$ cat config.mk
export PLATFORM = sky130hd
export DESIGN_NAME = led_step_ctrl
export DESIGN_NICKNAME = d
export VERILOG_FILES = /design/src/rtl/led_step_ctrl.sv
export SDC_FILE = /design/constraint.sdc
export NUM_CORES = 1
export LEC_CHECK = 0
export ABC_AREA = 1
export CAP_MARGIN = 5
export CORE_AREA = 4 4 110 112
export DETAILED_ROUTE_END_ITERATION = 6
export DIE_AREA = 0 0 114 116
export PLACE_DENSITY = 0.77
export SLEW_MARGIN = 20
export SYNTH_ARGS = -nofsm -noshare
export SYNTH_HDL_FRONTEND = slang
export SYNTH_SLANG_ARGS = --single-unit
$ cat constraint.sdc
create_clock -name sys_clk -period 2.1 [get_ports sys_clk]
set_input_delay 0.42 -clock sys_clk [delete_from_list [all_inputs] [get_ports sys_clk]]
set_output_delay 0.42 -clock sys_clk [all_outputs]
set_load 0.05 [all_outputs]
$ cat src/rtl/led_step_ctrl.sv
// Debounced run/speed/direction keys driving a selectable-period step strobe for the LED chaser.
// Key press to control update takes DEBOUNCE_MAX+4 cycles; no backpressure, strobe is a plain pulse.
module led_step_ctrl #(
  parameter logic [19:0] DEBOUNCE_MAX = 20'd999_999,
  parameter logic [24:0] BASE_MAX     = 25'd24_999_999
) (
  input  logic       sys_clk,
  input  logic       sys_rst_n,
  input  logic       key_run,
  input  logic       key_speed,
  input  logic       key_dir,
  output logic       step_flag,
  output logic       dir,
  output logic       running,
  output logic [1:0] speed_sel
);

  localparam int RUN = 0;
  localparam int SPD = 1;
  localparam int DIR = 2;

  logic [2:0]  key_raw;
  logic [2:0]  sync1;
  logic [2:0]  sync2;
  logic [2:0]  stable;
  logic [2:0]  hist;
  logic [2:0]  press;
  logic [24:0] tick_cnt;
  logic [24:0] base_p1;
  logic [24:0] period_max;
  logic        wrap;

  assign key_raw = {key_dir, key_speed, key_run};

  // Keys are released (high) out of reset so a key held through reset is seen as a fresh press.
  always_ff @(posedge sys_clk or negedge sys_rst_n) begin
    if (!sys_rst_n) begin
      sync1 <= 3'b111;
      sync2 <= 3'b111;
      hist  <= 3'b111;
    end else begin
      sync1 <= key_raw;
      sync2 <= sync1;
      hist  <= stable;
    end
  end

  for (genvar g = 0; g < 3; g++) begin : g_db
    logic [19:0] db_cnt;
    logic        db_stable;

    always_ff @(posedge sys_clk or negedge sys_rst_n) begin
      if (!sys_rst_n) begin
        db_cnt    <= '0;
        db_stable <= 1'b1;
      end else if (sync2[g] != db_stable) begin
        if (db_cnt == DEBOUNCE_MAX) begin
          db_stable <= sync2[g];
          db_cnt    <= '0;
        end else begin
          db_cnt <= db_cnt + 20'd1;
        end
      end else begin
        db_cnt <= '0;
      end
    end

    assign stable[g] = db_stable;
  end

  assign press = hist & ~stable;

  assign base_p1    = BASE_MAX + 25'd1;
  assign period_max = (base_p1 >> speed_sel) - 25'd1;
  assign wrap       = (tick_cnt == period_max);

  // Speed and run events on the wrap edge swallow that strobe; a dir event does not.
  always_ff @(posedge sys_clk or negedge sys_rst_n) begin
    if (!sys_rst_n) begin
      tick_cnt  <= '0;
      step_flag <= 1'b0;
      dir       <= 1'b0;
      running   <= 1'b1;
      speed_sel <= 2'd0;
    end else begin
      step_flag <= running && wrap && !press[SPD] && !press[RUN];
      if (press[RUN]) running <= ~running;
      if (press[DIR]) dir <= ~dir;
      if (press[SPD]) begin
        speed_sel <= speed_sel + 2'd1;
        tick_cnt  <= '0;
      end else if (running) begin
        tick_cnt <= wrap ? '0 : tick_cnt + 25'd1;
      end
    end
  end

endmodule
# Word-level counts from Yosys, hierarchy flattened
# Cells that the tools add are included.
# word_totals
reg_bits	102
wordCells	50
# classes
reduce_logical	9
n_eq_ne	7
bitwise	4
shift	1
add_sub_neg	6
n_mux	9
# op_table
operator	count
20-bit 2-to-1 mux	6
25-bit 2-to-1 mux	3
20-bit by 1-bit adder with 20-bit output (second input constant)	3
20-bit equality test (second input constant)	3
25-bit by 1-bit adder with 25-bit output (second input constant)	1
25-bit equality test	1
25-bit by 2-bit right shift with 25-bit output (first input constant)	1
25-bit by 1-bit subtractor with 25-bit output (second input constant)	1
2-bit AND reduction	3
3-bit bitwise AND	1
1-bit logical AND	3
1-bit inequality test	3
3-bit NOT	1
2-bit by 1-bit adder with 2-bit output (second input constant)	1
1-bit zero test	2
1-bit NOT	2
2-bit nonzero test	1

# Depth between registers and ports, before layout
# Gate-level depths: netlist of run 1.
# logic_depth
word_depth	6
ltp_mapped	14
ltp_nobuf	13

# Least setup slack after synthesis of run 1
# Ideal clock, no wire load.
# synth_path
path_type	register to register
from	register speed_sel[0]
to	register tick_cnt[9]
t_arrival_ns	2.234
slack_ns	-0.250
path_buffers	1
required_ns	1.983
stages_incl_launch_ff	14
setup_ns	0.117
path_cell_list	dfrtp_1 ha_1 inv_2 ha_1 inv_1 nand2_1 nand2_1 nor2_1 nand3_1 nor2_1 nand2_2 buf_6 nand3_2 nand2_1
# synth_between
elab_chain_cells	6
# synth_rtl
element	line_no	source
start: declaration	15	output logic [1:0] speed_sel
start signal: assignment	90	speed_sel <= speed_sel + 2'd1;
25-bit by 2-bit right shift with 25-bit output	74	assign period_max = (base_p1 >> speed_sel) - 25'd1;
25-bit by 1-bit subtractor with 25-bit output	74	
25-bit equality test	75	assign wrap = (tick_cnt == period_max);
25-bit 2-to-1 mux	93	tick_cnt <= wrap ? '0 : tick_cnt + 25'd1;
25-bit 2-to-1 mux	92	end else if (running) begin
25-bit 2-to-1 mux	89	if (press[SPD]) begin
end signal: assignment	93	
end: declaration	28	logic [24:0] tick_cnt;
# Every way passes these cells. The select of a mux whose other input is x is not followed.
# A chain may end at the register's enable or synchronous reset.

# Final worst setup path of run 1
# layout_path
from	register speed_sel[0]
to	register tick_cnt[19]
# Same word-level chain as after synthesis.

==> flow_results.org, run 1 <==
** Placed design
- Number of buffer cells added on primary ports :: 9
- Summing all placed instances gives a cell area of 6450 um2.
- Final Wtd Congestion :: 0.951
- Half-perimeter wire length after placement :: 9370 um

** Die
- For this configuration, the core starts out at a cell density of 55.0%.
- The die covers 13200 um2.
- In this run the standard cell core region covers 11200 um2.
- The floorplan step set the die width to 114 um.
- # IOs :: 10
- Number of placement rows :: 39
- In this run the vertical extent of the chip is 116 um.

** Final layout
- FF/Latch Area :: 2570 um2
- The number of antenna diodes in the final layout is 0.
- Fraction of layout instances using a drive strength above 1 :: 14.4%
- In the final design database the tool counted 871 nets.
- The multi-input combinational cells in the finished layout cover a total of 3140 um2.
- Post-route design area :: 6920 um2
- # fillers :: 991
- From synthesis to final layout, the design area changed by 12.1%.
- Cells fill 61.6% of the core in the end.

** Yosys
- Among all flip-flop cells after synthesis, the most frequent one is dfrtp_1.
- The synthesized design contains 102 register bits.
- Average cell area after synthesis :: 7.42 um2
- Summing every instance area after synthesis gives 6170 um2.
- Async set-reset flop share out of synthesis :: 100%
- Yosys printed 0 warnings.
- The share of the Yosys chip area taken by registers is 41.6%.
- Count of flip-flops with a built-in enable after synthesis :: 0
- Number of different library cells in the post-synthesis netlist :: 41
- Post-synthesis net count :: 848
- Number of cells produced by synthesis :: 831
- Leading post-synthesis cells by cell area :: dfrtp_1 36%, nand2_1 12%, nor2_1 8.0%
- Fraction of post-synthesis cell area in the top cell type by area :: 36.1%
- Synth area leader :: dfrtp_1

** Global route
- Number of global-route vias before repair :: 5002
- Global-route wire length before repair :: 22200 um
- Global routing finished with a remaining overflow of 0.
- Maximum number of pins on one net before global-route repair :: 45
- The initial antenna violation count was 0.
- Tot GR Track Use :: 20.7%

** Critical path
- The worst register-to-register path begins at speed_sel[0]$_DFFE_PN0P_.
- Across all register-to-register paths, the minimum setup slack is 0.1 ns.
- STA classifies the critical path startpoint as a flop.
- STA puts the critical path data arrival time at 2.25 ns.
- The critical path contains buffers and inverters numbering 4 combined.
- Critical Path, Cell by Cell :: inv_4, ha_4, inv_2, ha_4, inv_2, nand2_2, nand2_1, nor2_1, nand3_1, nor2_2, nand2_4, clkbuf_16, nand3_1, nand2_1
- The worst setup path is captured at a flop.
- The setup path with the least slack is of type reg -> reg.
- Worst reg2reg endpoint :: tick_cnt[19]$_DFFE_PN0P_
- The slowest stage of the critical path belongs to the cell dfrtp_4.
- Cell type group with the largest total delay on the critical path :: simple AND/OR/NAND/NOR gates
- Data on the critical path is required at its endpoint by 2.34 ns.
- Critical path fanouts, max :: 6
- Maximum single-stage delay on the critical path :: 0.51 ns
- R2r worst-path depth :: 14

** Drt
- Total DRC errors in the routed layout :: 0
- WL per Instance :: 13.2 um
- For this block, the via count after detailed routing is 5260.
- Routed vias/inst :: 5.25
- Total wirelength of the detailed-routed design :: 13300 um
- The first TritonRoute pass finished after 5 iterations.
- First-iteration detailed-routing DRC count :: 281
- Number of nets still failing antenna checks after routing :: 0

** CTS
- Clock slew at reported path FFs :: 0.07 ns
- Clock latency on the worst-skew pair, taken at its later pin, is 0.35 ns.
- Bufs on Longest Clock Path :: 2
- Total number of clock tree sinks :: 102
- The clock tree synthesis step divided the H-tree into 3 levels.
- TritonCTS built the clock tree.
- Root Driver :: clkbuf_16
- Post-CTS Hold Fix Bufs :: 0
- Buffers inserted during clock tree synthesis total 9.

** Power and ir drop
- Leakage :: 3.13 nW
- Final Power :: 3.86 mW
- Worst ir drop on vdd :: 0.518 mV
- Power per unit of standard cell area :: 557 nW/um2

** STA
- Clock skew on the completed layout was measured at 0.00480 ns.
- The tightest hold path in the finished design has a slack of 0.0117 ns.
- The total count of hold-check failures in the final report was 0.
- The worst pin sits at a relative slew slack of 55.7%.
- Max-slew violation count :: 0
- Final sum of negative setup slack :: 0 ns
- Setup violations remaining at the end of the flow were counted as 0.
- Period utilisation layout :: 95.4%
- After layout, the minimum clock period comes to 2.00 ns.
- Max Clk Rate :: 0.499 GHz
- Actual slew at the worst max-slew pin :: 0.663 ns

** Hold path
- The path class of the tightest hold or removal check is in -> async.

** Outcome
- Run status :: finished clean

** Flow run
- Across the run, the number of max-cap violations was 0.
-- kinds of logic after synthesis --
group | after synthesis | synth area share (%)
DFF | 102 | 41.6
xor gates and xnor gates | 39 | 5.54
buffers and inverters | 130 | 8.64
AOI/OAI and AO/OA | 49 | 4.34
and+or+nand+nor | 499 | 37.4
adders and majority gates | 12 | 2.43
-- placed cells by master (no fill, tap or decap), drive strengths merged --
master,count
nor3b,6
o22ai,1
o41ai,1
clkbuf,12
nand3b,1
buf,18
bufinv,1
nor3,29
inv,120
dfstp,13
nor4,1
clkinv,2
ha,12
nand4,33
nand2,215
o21bai,1
o21ai,22
nand3,68
nor2,143
a21oi,21
a211oi,2
xor2,27
dfrtp,89
and2,2
and3,1
o211ai,1
xnor2,12
clkdlybuf4s50,5
-- state kept, by name, indices dropped and copies added, names as in the netlist --
name            cells
hist                3
tick_cnt           25
running             1
g_db.db_cnt        60
dir                 1
sync2               3
speed_sel           2
sync1               3
step_flag           1
g_db.db_stable      3
-- synth_stat cells (3+ instances only) --
library cell and instances:
buf_6 3, nor2_1 131, inv_2 16, nor2_4 5
dfstp_2 13, nand3_1 55, buf_4 5, nand3_2 13
nor3b_1 5, nor2_2 6, nand2_2 11, o21ai_0 19
ha_1 12, nor3_1 26, buf_2 3, xor2_1 27
dfrtp_1 89, inv_1 100, a21oi_1 20, nand4_1 33
xnor2_1 12, nand2_1 203
-- area by class of cell --
cell class              instances  area share, %
inverters                     117           6.38
flip-flops and latches        102           37.2
clock buffers                  10           3.45
repair buffers                 25           4.00
well taps                     143           2.59
multi-input cells             599           45.3
clock inverters                 6           1.07
-- routing by layer --
layer  wire length, um  GRT usage (%)  vias up
met3               536           3.13       26
met5                 0              0        -
met4               340           7.84        0
met2              6360           34.9      109
met1              6040           27.2     2443
li1                  -              -     2682
-- per-stage QoR --
step,cells,setup slack (ns)
2_1_floorplan,831,0.0247
3_3_place_gp,979,0.110
3_5_place_dp,979,0.0498
4_1_cts,995,0.0251
5_1_grt,1002,-0.00432
6_report,1002,0.0968
-- report_power, final --
group / internal, mW / switching [mW] / total (mW)
logic: 0.0349 / 0.0775 / 0.112
clock network: 0.976 / 0.766 / 1.74
registers: 1.99 / 0.0131 / 2.00
total: 3.00 / 0.856 / 3.86
-- how the worst max path moves through the flow --
stage | from | to | slack (ns) | cells after the start
5_1_grt | speed_sel[0]$_DFFE_PN0P_ | tick_cnt[19]$_DFFE_PN0P_ | -0.004 | 14
2_1_floorplan | speed_sel[1]$_DFFE_PN0P_ | tick_cnt[9]$_DFFE_PN0P_ | 0.02 | 13
4_1_cts | speed_sel[0]$_DFFE_PN0P_ | tick_cnt[4]$_DFFE_PN0P_ | 0.03 | 14
3_5_place_dp | speed_sel[0]$_DFFE_PN0P_ | tick_cnt[4]$_DFFE_PN0P_ | 0.05 | 14
6_report | speed_sel[0]$_DFFE_PN0P_ | tick_cnt[19]$_DFFE_PN0P_ | 0.1 | 14
3_3_place_gp | speed_sel[0]$_DFFE_PN0P_ | tick_cnt[24]$_DFFE_PN0P_ | 0.11 | 14
-- repair_timing --
item / in CTS / in global routing
resized for setup: 0 / 20
setup endpoints to repair: 0 / 24
buffers inserted: 0 / 4
hold endpoints to repair: 0 / 0
No activity file was read; power rests on OpenSTA's default activity.
==> run 2: changes to the inputs <==
--- a/config.mk
+++ b/config.mk
@@ -6,7 +6,7 @@
 export NUM_CORES = 1
 export LEC_CHECK = 0
 export ABC_AREA = 1
-export CAP_MARGIN = 5
+export CAP_MARGIN = 20
 export CORE_AREA = 4 4 110 112
 export DETAILED_ROUTE_END_ITERATION = 6
 export DIE_AREA = 0 0 114 116
==> results of run 2 <==
No change in the layout: final DEF, timing and power equal those of run 1.
